File: config.mk
export PLATFORM = sky130hd
export DESIGN_NAME = pipe_stall_ctrl_flat
export DESIGN_NICKNAME = d
export VERILOG_FILES = /design/src/rtl/pipe_stall_ctrl_pkg.sv /design/src/rtl/pipe_stall_ctrl_if.sv /design/src/rtl/pipe_stall_ctrl_mem_wait_timer.sv /design/src/rtl/pipe_stall_ctrl.sv /design/src/flat_wrapper.sv
export SDC_FILE = /design/constraint.sdc
export NUM_CORES = 1
export LEC_CHECK = 0
export BUFFER_PORTS_ARGS = -buffer_cell sky130_fd_sc_hd__buf_2
export CAP_MARGIN = 20
export CELL_PAD_IN_SITES_DETAIL_PLACEMENT = 2
export CELL_PAD_IN_SITES_GLOBAL_PLACEMENT = 2
export CORE_AREA = 5 5 68 46
export CTS_CLUSTER_DIAMETER = 40
export DETAILED_ROUTE_END_ITERATION = 8
export DIE_AREA = 0 0 73 51
export GPL_TIMING_DRIVEN = 0
export HOLD_SLACK_MARGIN = 0.08
export MAX_ROUTING_LAYER = met4
export PLACE_DENSITY = 0.72
export SLEW_MARGIN = 20
export SYNTH_ARGS = -nofsm -noshare
export SYNTH_HDL_FRONTEND = slang
export SYNTH_SLANG_ARGS = --single-unit
File: constraint.sdc
create_clock -name clk -period 2.1 [get_ports clk]
set_input_delay 0.105 -clock clk [delete_from_list [all_inputs] [get_ports clk]]
set_output_delay 0.105 -clock clk [all_outputs]
set_load 0.01 [all_outputs]
File: src/rtl/pipe_stall_ctrl_pkg.sv
// Shared definitions for the pipeline stall/flush sequencer.
//   STALL_* : stall vector patterns, bit i stalls stage i
//             ([0]=PC [1]=IF [2]=ID [3]=EX [4]=MEM [5]=WB)
//   ST_*    : FSM state encodings
package pipe_stall_ctrl_pkg;

    localparam logic [5:0] STALL_NONE = 6'b000000;
    localparam logic [5:0] STALL_ID   = 6'b000111;
    localparam logic [5:0] STALL_EX   = 6'b001111;
    localparam logic [5:0] STALL_MEM  = 6'b011111;
    localparam logic [5:0] STALL_HALT = 6'b111111;

    localparam logic [1:0] ST_RUN      = 2'd0;
    localparam logic [1:0] ST_AES_WAIT = 2'd1;
    localparam logic [1:0] ST_MEM_WAIT = 2'd2;
    localparam logic [1:0] ST_ERROR    = 2'd3;

endpackage

File: src/rtl/pipe_stall_ctrl_if.sv
// Handshake bundle between the core pipeline and the stall sequencer.
//   master : pipeline side, drives hazard/request inputs, receives stall/flush
//   slave  : sequencer side
interface pipe_stall_ctrl_if;
    logic       id_stallreq;
    logic       ex_branch_flush;
    logic       ex_aes_req;
    logic       aes_done;
    logic       me_mem_req;
    logic       mem_ack;
    logic [5:0] stall;
    logic       flush;
    logic       aes_start;
    logic       mem_err;
    logic       ctrl_busy;

    modport master (
        output id_stallreq, ex_branch_flush, ex_aes_req, aes_done, me_mem_req, mem_ack,
        input  stall, flush, aes_start, mem_err, ctrl_busy
    );

    modport slave (
        input  id_stallreq, ex_branch_flush, ex_aes_req, aes_done, me_mem_req, mem_ack,
        output stall, flush, aes_start, mem_err, ctrl_busy
    );
endinterface

File: src/rtl/pipe_stall_ctrl_mem_wait_timer.sv
// Wait-cycle counter for data-memory accesses.
//   clk, rst : core clock, synchronous active-high reset
//   clr      : clear counter (exit from a memory wait); wins over en
//   en       : count one more wait cycle (saturates, never wraps)
//   timeout  : counter has reached MEM_TIMEOUT
module pipe_stall_ctrl_mem_wait_timer #(
    parameter int MEM_TIMEOUT = 15,
    parameter int TMR_W       = 4
) (
    input  logic clk,
    input  logic rst,
    input  logic clr,
    input  logic en,
    output logic timeout
);

    localparam logic [TMR_W-1:0] CNT_MAX     = '1;
    localparam logic [TMR_W-1:0] TIMEOUT_VAL = TMR_W'(MEM_TIMEOUT);

    logic [TMR_W-1:0] count;

    always_ff @(posedge clk) begin
        if (rst || clr)
            count <= '0;
        else if (en && count != CNT_MAX)
            count <= count + 1'b1;
    end

    assign timeout = (count == TIMEOUT_VAL);

endmodule

File: src/rtl/pipe_stall_ctrl.sv
// Central stall/flush sequencer for the 5-stage core with AES coprocessor.
//   clk, rst : core clock, synchronous active-high reset
//   bus      : slave side of pipe_stall_ctrl_if
//              in : id_stallreq, ex_branch_flush, ex_aes_req, aes_done,
//                   me_mem_req, mem_ack
//              out: stall[5:0], flush, aes_start, mem_err (sticky), ctrl_busy
// Outputs are Mealy: decoded from the current state and current inputs, so
// every stall takes effect in the cycle of the request and every release in
// the cycle of the ack/done.
module pipe_stall_ctrl
    import pipe_stall_ctrl_pkg::*;
#(
    parameter int MEM_TIMEOUT = 15,
    parameter int TMR_W       = 4
) (
    input  logic                clk,
    input  logic                rst,
    pipe_stall_ctrl_if.slave    bus
);

    logic [1:0] state, state_d;
    logic       done_q, done_d;
    logic       mem_err_q;
    logic [5:0] stall_c;
    logic       flush_c, start_c;
    logic       tmr_clr, tmr_en, timeout;
    logic       mem_pend;

    assign mem_pend = bus.me_mem_req && !bus.mem_ack;

    pipe_stall_ctrl_mem_wait_timer #(
        .MEM_TIMEOUT (MEM_TIMEOUT),
        .TMR_W       (TMR_W)
    ) u_timer (
        .clk     (clk),
        .rst     (rst),
        .clr     (tmr_clr),
        .en      (tmr_en),
        .timeout (timeout)
    );

    always_comb begin
        state_d = state;
        done_d  = done_q;
        stall_c = STALL_NONE;
        flush_c = 1'b0;
        start_c = 1'b0;
        tmr_clr = 1'b0;
        tmr_en  = 1'b0;
        case (state)
            ST_RUN: begin
                // Counter is 0 here, so enabling it loads the first wait cycle.
                if (mem_pend) begin
                    stall_c = STALL_MEM;
                    tmr_en  = 1'b1;
                    state_d = ST_MEM_WAIT;
                end else if (bus.ex_aes_req) begin
                    start_c = 1'b1;
                    stall_c = STALL_EX;
                    state_d = ST_AES_WAIT;
                end else if (bus.ex_branch_flush) begin
                    // Any ID hazard belongs to the wrong path; drop it.
                    flush_c = 1'b1;
                end else if (bus.id_stallreq) begin
                    stall_c = STALL_ID;
                end
            end
            ST_MEM_WAIT: begin
                stall_c = STALL_MEM;
                if (bus.mem_ack) begin
                    // Ack beats a simultaneous timeout.
                    stall_c = STALL_NONE;
                    tmr_clr = 1'b1;
                    state_d = ST_RUN;
                end else if (timeout) begin
                    state_d = ST_ERROR;
                end else begin
                    tmr_en = 1'b1;
                end
            end
            ST_AES_WAIT: begin
                done_d = done_q | bus.aes_done;
                if (mem_pend) begin
                    // Older memory op still waiting: hold MEM, keep the done latched.
                    stall_c = STALL_MEM;
                    if (timeout) begin
                        state_d = ST_ERROR;
                        done_d  = 1'b0;
                    end else begin
                        tmr_en = 1'b1;
                    end
                end else begin
                    tmr_clr = 1'b1;
                    if (bus.aes_done || done_q) begin
                        done_d  = 1'b0;
                        state_d = ST_RUN;
                    end else begin
                        stall_c = STALL_EX;
                    end
                end
            end
            default: begin
                stall_c = STALL_HALT;
            end
        endcase
    end

    always_ff @(posedge clk) begin
        if (rst) begin
            state     <= ST_RUN;
            done_q    <= 1'b0;
            mem_err_q <= 1'b0;
        end else begin
            state  <= state_d;
            done_q <= done_d;
            if (state_d == ST_ERROR)
                mem_err_q <= 1'b1;
        end
    end

    assign bus.stall     = rst ? STALL_NONE : stall_c;
    assign bus.flush     = rst ? 1'b0 : flush_c;
    assign bus.aes_start = rst ? 1'b0 : start_c;
    assign bus.mem_err   = mem_err_q;
    assign bus.ctrl_busy = (state != ST_RUN);

endmodule

File: src/flat_wrapper.sv
// flat-port wrapper written by rule: the top's interface ports become plain ports
module pipe_stall_ctrl_flat import pipe_stall_ctrl_pkg::*;
#(
    parameter int MEM_TIMEOUT = 15,
    parameter int TMR_W       = 4
)
  (clk, rst, bus_id_stallreq, bus_ex_branch_flush, bus_ex_aes_req, bus_aes_done, bus_me_mem_req, bus_mem_ack, bus_stall, bus_flush, bus_aes_start, bus_mem_err, bus_ctrl_busy);
  pipe_stall_ctrl_if bus_i ();
  input  logic clk;
  input  logic rst;
  input wire logic [$bits(bus_i.id_stallreq)-1:0] bus_id_stallreq;
  input wire logic [$bits(bus_i.ex_branch_flush)-1:0] bus_ex_branch_flush;
  input wire logic [$bits(bus_i.ex_aes_req)-1:0] bus_ex_aes_req;
  input wire logic [$bits(bus_i.aes_done)-1:0] bus_aes_done;
  input wire logic [$bits(bus_i.me_mem_req)-1:0] bus_me_mem_req;
  input wire logic [$bits(bus_i.mem_ack)-1:0] bus_mem_ack;
  output wire logic [$bits(bus_i.stall)-1:0] bus_stall;
  output wire logic [$bits(bus_i.flush)-1:0] bus_flush;
  output wire logic [$bits(bus_i.aes_start)-1:0] bus_aes_start;
  output wire logic [$bits(bus_i.mem_err)-1:0] bus_mem_err;
  output wire logic [$bits(bus_i.ctrl_busy)-1:0] bus_ctrl_busy;
  assign bus_i.id_stallreq = bus_id_stallreq;
  assign bus_i.ex_branch_flush = bus_ex_branch_flush;
  assign bus_i.ex_aes_req = bus_ex_aes_req;
  assign bus_i.aes_done = bus_aes_done;
  assign bus_i.me_mem_req = bus_me_mem_req;
  assign bus_i.mem_ack = bus_mem_ack;
  assign bus_stall = bus_i.stall;
  assign bus_flush = bus_i.flush;
  assign bus_aes_start = bus_i.aes_start;
  assign bus_mem_err = bus_i.mem_err;
  assign bus_ctrl_busy = bus_i.ctrl_busy;
  pipe_stall_ctrl #(.MEM_TIMEOUT(MEM_TIMEOUT), .TMR_W(TMR_W)) u_core (.clk(clk), .rst(rst), .bus(bus_i));
endmodule
==> run_results.csv, run 1 <==
group,metric,value,unit
drt,wl,2100,um
global_routing,grt_max_degree,10,
clock_network,postCtsSetupBuffers,0,
worst_hold_path,whs_path_depth,2,
floorplan,io-pin-count,18,
setup_path,worstPathRequired,2000,ps
synth,ys_types,36,
pwr,fin_total_pwr,503,uW
global_routing,grt_pass1_wl,3570,um
floorplan,initial_core_util,27.0,%
final_layout,diodes,0,
sta,report.final.slew_viol_count,0,
worst_hold_path,min-delay-start,"rst",
global_routing,grt_pass1_vias,705,
floorplan,coreArea,2380,um2
setup_path,r2r-end,"u_core.u_timer.count[1]",
sta,layout_setup_ws,190,ps
floorplan,die_y,51,um
setup_path,path_cells,"inv_1, ha_2, and2b_2, nor2_2, and2_1, a21oi_1, buf_4, buf_2",
drt,num_vias,649,
setup_path,crit_buf_inv,3,
setup_path,crit_arrival,1810,ps
setup_path,cp_slowest_stage_delay,370,ps
setup_path,critical-path-slowest-cell,"dfxtp_2",
sta,fmax,523,MHz
final_layout,layout-area-overhead-vs-synth,27.2,%
global_routing,grt_antenna_before_repair,0,
pwr,power.density,615,nW/um2
final_layout,drive_gt1_share,38.1,%
clock_network,cts_sinks,8,
sta,period_needed,1910,ps
pwr,leakage,0.000340,uW
pwr,vdd_ir_drop_max,0.221,mV
drt,route.detailed.drc,0,
drt,drt_iter0_markers,17,
drt,vias_per_cell,5.03,
setup_path,crit_type,"reg -> out",
setup_path,reg2regPathDepth,6,
drt,antenna_left,0,
synth,yosysSeqAreaShare,24.9,%
clock_network,cts_htree_levels,1,
setup_path,rrSetupSlack,350,ps
worst_hold_path,hold_path_class,"in -> reg",
clock_network,cts_buffer_depth,2,
sta,fin_skew,4.68,ps
setup_path,critical-path-top-delay-family,"simple AND/OR/NAND/NOR gates",
run,drv_cap,0,
place,port_buffers,17,
floorplan,rows,14,
clock_network,tritoncts,"built",
sta,finalSetupTns,0,ps
setup_path,reg2reg_from,"u_core.state[1]",
sta,final-hold-violation-count,0,
worst_hold_path,hold-path-endpoint,"u_core.done_q",
sta,relSlewSlack,63.8,%
global_routing,grt_usage,12.9,%
place,dp_hpwl,1680,um
clock_network,insertion_delay,230,ps
setup_path,end_kind,"output port",
place,place_congestion,0.836,
drt,drt-wirelength-per-cell,16.3,um
setup_path,critPathLaunchType,"flop",
sta,report.final.setup_viol,0,
synth,synth.avg_cell_area,8.35,um2
status,status,"finished, final reports clean",
clock_network,cts_root_buf,"clkbuf_8",
synth,syn_area,643,um2
sta,rsz0062_at_grt,"false",
place,dpl_worst_slack,249,ps
synth,syn_nets,90,
drt,drt_pass1_iterations,3,
global_routing,overflow,0,
final_layout,finalNetCount,112,
synth,ys_ff_latch,8,
floorplan,dieArea,3720,um2
clock_network,path_clk_slew,50,ps
floorplan,die_width,73,um
sta,worst_pin_slew,538,ps
clock_network,cts_buffers,3,
synth,synthCells,77,
setup_path,cp_max_fo,5,
sta,fin_crit_sh,91.0,%
synth,yosys_warnings,0,
power breakdown:
group	switching, uW	internal [uW]	total, uW
logic	81.6	61.2	143
registers	8.71	161	170
clock network	66.0	125	191
metal layers:
| layer | global-route usage [%] | routed length (um) | vias to the layer above |
|---|---|---|---|
| li1 | - | - | 319 |
| met1 | 18.5 | 1100 | 321 |
| met2 | 17.7 | 921 | 7 |
| met3 | 4.31 | 72 | 2 |
| met4 | 2.15 | 6 | 0 |
| met5 | - | 0 | - |
cell usage after synthesis, drive strengths merged:
cell | n | area, um2
nor2 | 9 | 33.8
inv | 6 | 22.5
a31o | 1 | 8.76
or4 | 2 | 18.8
a22oi | 1 | 7.51
nor2b | 3 | 18.8
o21ai | 5 | 25.0
xnor2 | 2 | 17.5
a32o | 1 | 10.0
a211oi | 2 | 20.0
a31oi | 1 | 6.26
nand2 | 2 | 7.51
and2b | 3 | 26.3
a2111oi | 1 | 15.0
a21oi | 7 | 35.0
o31ai | 1 | 7.51
or2b | 1 | 8.76
a21bo | 1 | 10.0
nand3b | 1 | 7.51
nor3 | 1 | 5.00
ha | 5 | 62.6
a22o | 1 | 8.76
and2 | 1 | 6.26
o211ai | 2 | 15.0
a21o | 1 | 7.51
dfxtp | 8 | 160
nand3 | 2 | 15.0
buf | 2 | 15.0
mux2i | 1 | 10.0
a32oi | 2 | 25.0
and3 | 1 | 6.26
layout make-up:
type,instances,area [um2]
Fill cell,300,1560
Tap cell,32,40.0
Timing Repair Buffer,17,85.1
Clock buffer,3,41.3
Buffer,2,15.0
Multi-Input combinational cell,61,453
Sequential cell,8,161
Inverter,6,22.5
cell families after synthesis:
| kind of cell | synth area share (%) |
|---|---|
| AND/OR/NAND/NOR | 23.9 |
| AO/OA/AOI/OAI | 31.3 |
| multiplexers | 1.56 |
| XOR/XNOR | 2.72 |
| buffers and inverters | 5.84 |
| adder cells (fa/ha/maj) | 9.73 |
| flip-flops | 24.9 |
per-stage QoR:
step | hold slack (ps) | util (%) | cells | area, um2
2_1_floorplan | 177 | - | 77 | 643
3_3_place_gp | 399 | 32.2 | 126 | 768
3_5_place_dp | 401 | 32.2 | 126 | 768
4_1_cts | 166 | 34.2 | 129 | 815
5_1_grt | 185 | 34.3 | 129 | 818
6_report | 159 | 34.3 | 129 | 818
sequential cells by signal (all words and copies together) (netlist names):
register / cells
u_core.bus.mem_err: 1
u_core.done_q: 1
u_core.u_timer.count: 4
u_core.state: 2
worst max path at each step:
stage / start / slack (ps) / to / depth (start not counted)
final: u_core.state[0] / 190 / bus_stall[1] / 8
after global routing: u_core.state[0] / 40 / bus_stall[1] / 8
after CTS: u_core.state[0] / 40 / bus_stall[1] / 8
after detailed placement: u_core.state[0] / 250 / bus_stall[2] / 8
after global placement: u_core.state[0] / 320 / bus_stall[1] / 8
after floorplan: u_core.state[0] / 560 / bus_stall[1] / 7
cell usage in the layout (no fill, tap or decap), types with 2 or more instances in the layout:
cell,synthesis,routed
ha_2,0,2
buf_4,2,2
a21oi_1,7,7
o21ai_1,1,2
buf_2,0,17
clkbuf_8,0,3
ha_1,5,3
dfxtp_1,8,7
and2b_2,3,3
xnor2_1,2,2
inv_1,6,6
nor2_1,9,8
nand2_1,2,2
o21ai_0,4,3
o211ai_1,2,2
nor2b_1,3,3
what timing repair did:
item	in CTS	in global routing
gates resized for setup	2	3
hold buffers	0	0
setup endpoints to repair	2	3
Power figures use the tool's default switching activity.
==> run 2, diff against run 1 <==
- ABC_AREA: not set -> 1
- PLACE_DENSITY: 0.72 -> not set
- PLACE_DENSITY_LB_ADDON: not set -> 0.05
- clock period: 2.1 -> 2.35 ns (I/O delays scaled with it)
==> run_results.csv, run 2 <==
group,metric,value,unit
place,dpl_cell_area,787,um2
pwr,power.density,567,nW/um2
synth,ys_types,22,
clock_network,cts_buffers,3,
sta,fmax,507,MHz
synth,ys_top_cells_by_area,"dfxtp_1, nand2_1, ha_1",
clock_network,cts_buffer_depth,2,
final_layout,multiInputGateArea,437,um2
place,dp_hpwl,1780,um
synth,synthCells,94,
synth,synth_most_common_cell,"nand2_1",
global_routing,grt_antenna_before_repair,0,
synth,yosys_warnings,0,
global_routing,grt_usage,13.5,%
setup_path,worstPathRequired,2230,ps
floorplan,initial_core_util,27.8,%
drt,antenna_left,0,
setup_path,reg2reg_from,"u_core.state[1]",
floorplan,die_width,73,um
drt,drt_iter0_markers,21,
floorplan,dieArea,3720,um2
setup_path,cp_max_fo,4,
drt,drt-wirelength-per-cell,14.9,um
global_routing,grt_pass1_wl,3770,um
clock_network,insertion_delay,230,ps
global_routing,overflow,0,
clock_network,postCtsSetupBuffers,0,
drt,num_vias,695,
final_layout,largest_reg_flops,4,
global_routing,grt_max_degree,11,
clock_network,hold_buffers,0,
setup_path,reg2regPathDepth,10,
worst_hold_path,hold_path_class,"in -> reg",
final_layout,regMostFlops,"u_core.u_timer.count",
synth,synth.avg_cell_area,7.04,um2
setup_path,rrSetupSlack,840,ps
synth,yosysSeqAreaShare,24.2,%
clock_network,cts_root_buf,"clkbuf_8",
run,drv_cap,0,
synth,ys.flop_type,"dfxtp_1",
place,port_buffers,17,
setup_path,r2r-end,"u_core.bus.mem_err",
clock_network,path_clk_slew,50,ps
synth,synth_edf_count,0,
worst_hold_path,min-delay-start,"rst",
setup_path,startpoint,"u_core.state[1]",
global_routing,grt_pass1_vias,781,
sta,fin_crit_sh,83.9,%
final_layout,diodes,0,
pwr,leakage,0.000420,uW
setup_path,crit_arrival,1850,ps
sta,report.final.setup_viol,0,
synth,synth_area_leader_cell,"dfxtp_1",
drt,wl,2170,um
final_layout,drive_gt1_share,34.2,%
place,place_congestion,0.692,
setup_path,crit_type,"reg -> out",
pwr,fin_total_pwr,470,uW
final_layout,mostFrequentLayoutCell,"nand2_1",
final_layout,nFillCells,311,
final_layout,layout_common_cells,"nand2_1, buf_2, dfxtp_1",
sta,final-hold-violation-count,0,
sta,worst_pin_slew,385,ps
synth,synthTopCellsByCount,"nand2_1, dfxtp_1, a21oi_1, inv_1, nor2_1",
clock_network,cts_sinks,8,
floorplan,io-pin-count,18,
floorplan,coreArea,2380,um2
sta,relSlewSlack,74.2,%
floorplan,die_y,51,um
setup_path,crit_end,"bus_stall[2]",
synth,ys_ff_latch,8,
final_layout,ff_latch_area,160,um2
sta,fin_skew,5.21,ps
clock_network,ctsResizeCount,0,
clock_network,tritoncts,"built",
clock_network,cts_htree_levels,1,
final_layout,top_regs,"u_core.u_timer.count (4), u_core.state (2)",
status,status,"finished, final reports clean",
sta,report.final.slew_viol_count,0,
synth,syn_area,662,um2
setup_path,critPathLaunchType,"flop",
drt,drt_pass1_iterations,4,
floorplan,rows,14,
sta,finalSetupTns,0,ps
sta,whs,134,ps
sta,period_needed,1970,ps
final_layout,post-route-util,34.8,%
setup_path,end_kind,"output port",
synth,async_reset_ff_share,0,%
pwr,vdd_ir_drop_max,0.194,mV
synth,syn_nets,107,
final_layout,layout-area-overhead-vs-synth,25.1,%
drt,route.detailed.drc,0,
final_layout,postLayoutCellArea,828,um2
drt,vias_per_cell,4.76,
sta,rsz0062_at_grt,"false",
final_layout,finalNetCount,129,
synth,synth_top_cell_area_share,24.2,%
==> run 2: area by class of cell <==
cell class / count / share of cell area [%]
plain buffers: 2 / 1.81
multi-input cells: 71 / 52.7
well taps: 32 / 4.83
flip-flops and latches: 8 / 19.3
inverters: 13 / 6.04
repair buffers: 17 / 10.3
clock buffers: 3 / 4.98
==> run 2: stage by stage <==
stage | worst slack [ps] | std cells
2_1_floorplan | 855 | 94
3_3_place_gp | 634 | 143
3_5_place_dp | 608 | 143
4_1_cts | 363 | 146
5_1_grt | 188 | 146
6_report | 378 | 146
==> run 2: how the worst min path moves through the flow <==
| stage | cells after the start | to | slack (ps) |
|---|---|---|---|
| floorplan | 1 | u_core.done_q | 190 |
| global placement | 2 | u_core.done_q | 360 |
| detailed placement | 2 | u_core.done_q | 380 |
| CTS | 2 | u_core.done_q | 130 |
| global route | 2 | u_core.done_q | 150 |
| finish | 2 | u_core.done_q | 130 |
==> run 2: logic make-up after synthesis <==
family | share of synthesized area, %
compound gates | 12.9
simple gates | 41.0
flops | 24.2
buf+inv | 9.83
fa+ha+maj | 9.45
xor+xnor | 2.65
==> run 2: routing by layer <==
layer / share of wire, % / global-route usage (%) / up-vias / routed length [um]
li1: - / - / 348 / -
met1: 52 / 18.5 / 335 / 1140
met2: 44 / 20.3 / 12 / 960
met3: 3.5 / 4.11 / 0 / 76
met4: 0 / 0.920 / 0 / 0
met5: 0 / - / - / 0
==> run 2: power by group <==
group	total (uW)	internal [uW]	switching (uW)
clock	169	111	57.7
combinational	147	56.3	90.5
sequential	154	145	8.92
total	470	312	157
==> run 2: worst max-delay path, stage by stage (launching register included) <==
cell and delay, ps:
dfxtp_1 390, inv_1 90, ha_1 240, nand3_2 160
nand3_4 120, o21ai_1 190, nand3_1 140, buf_4 160
buf_2 130
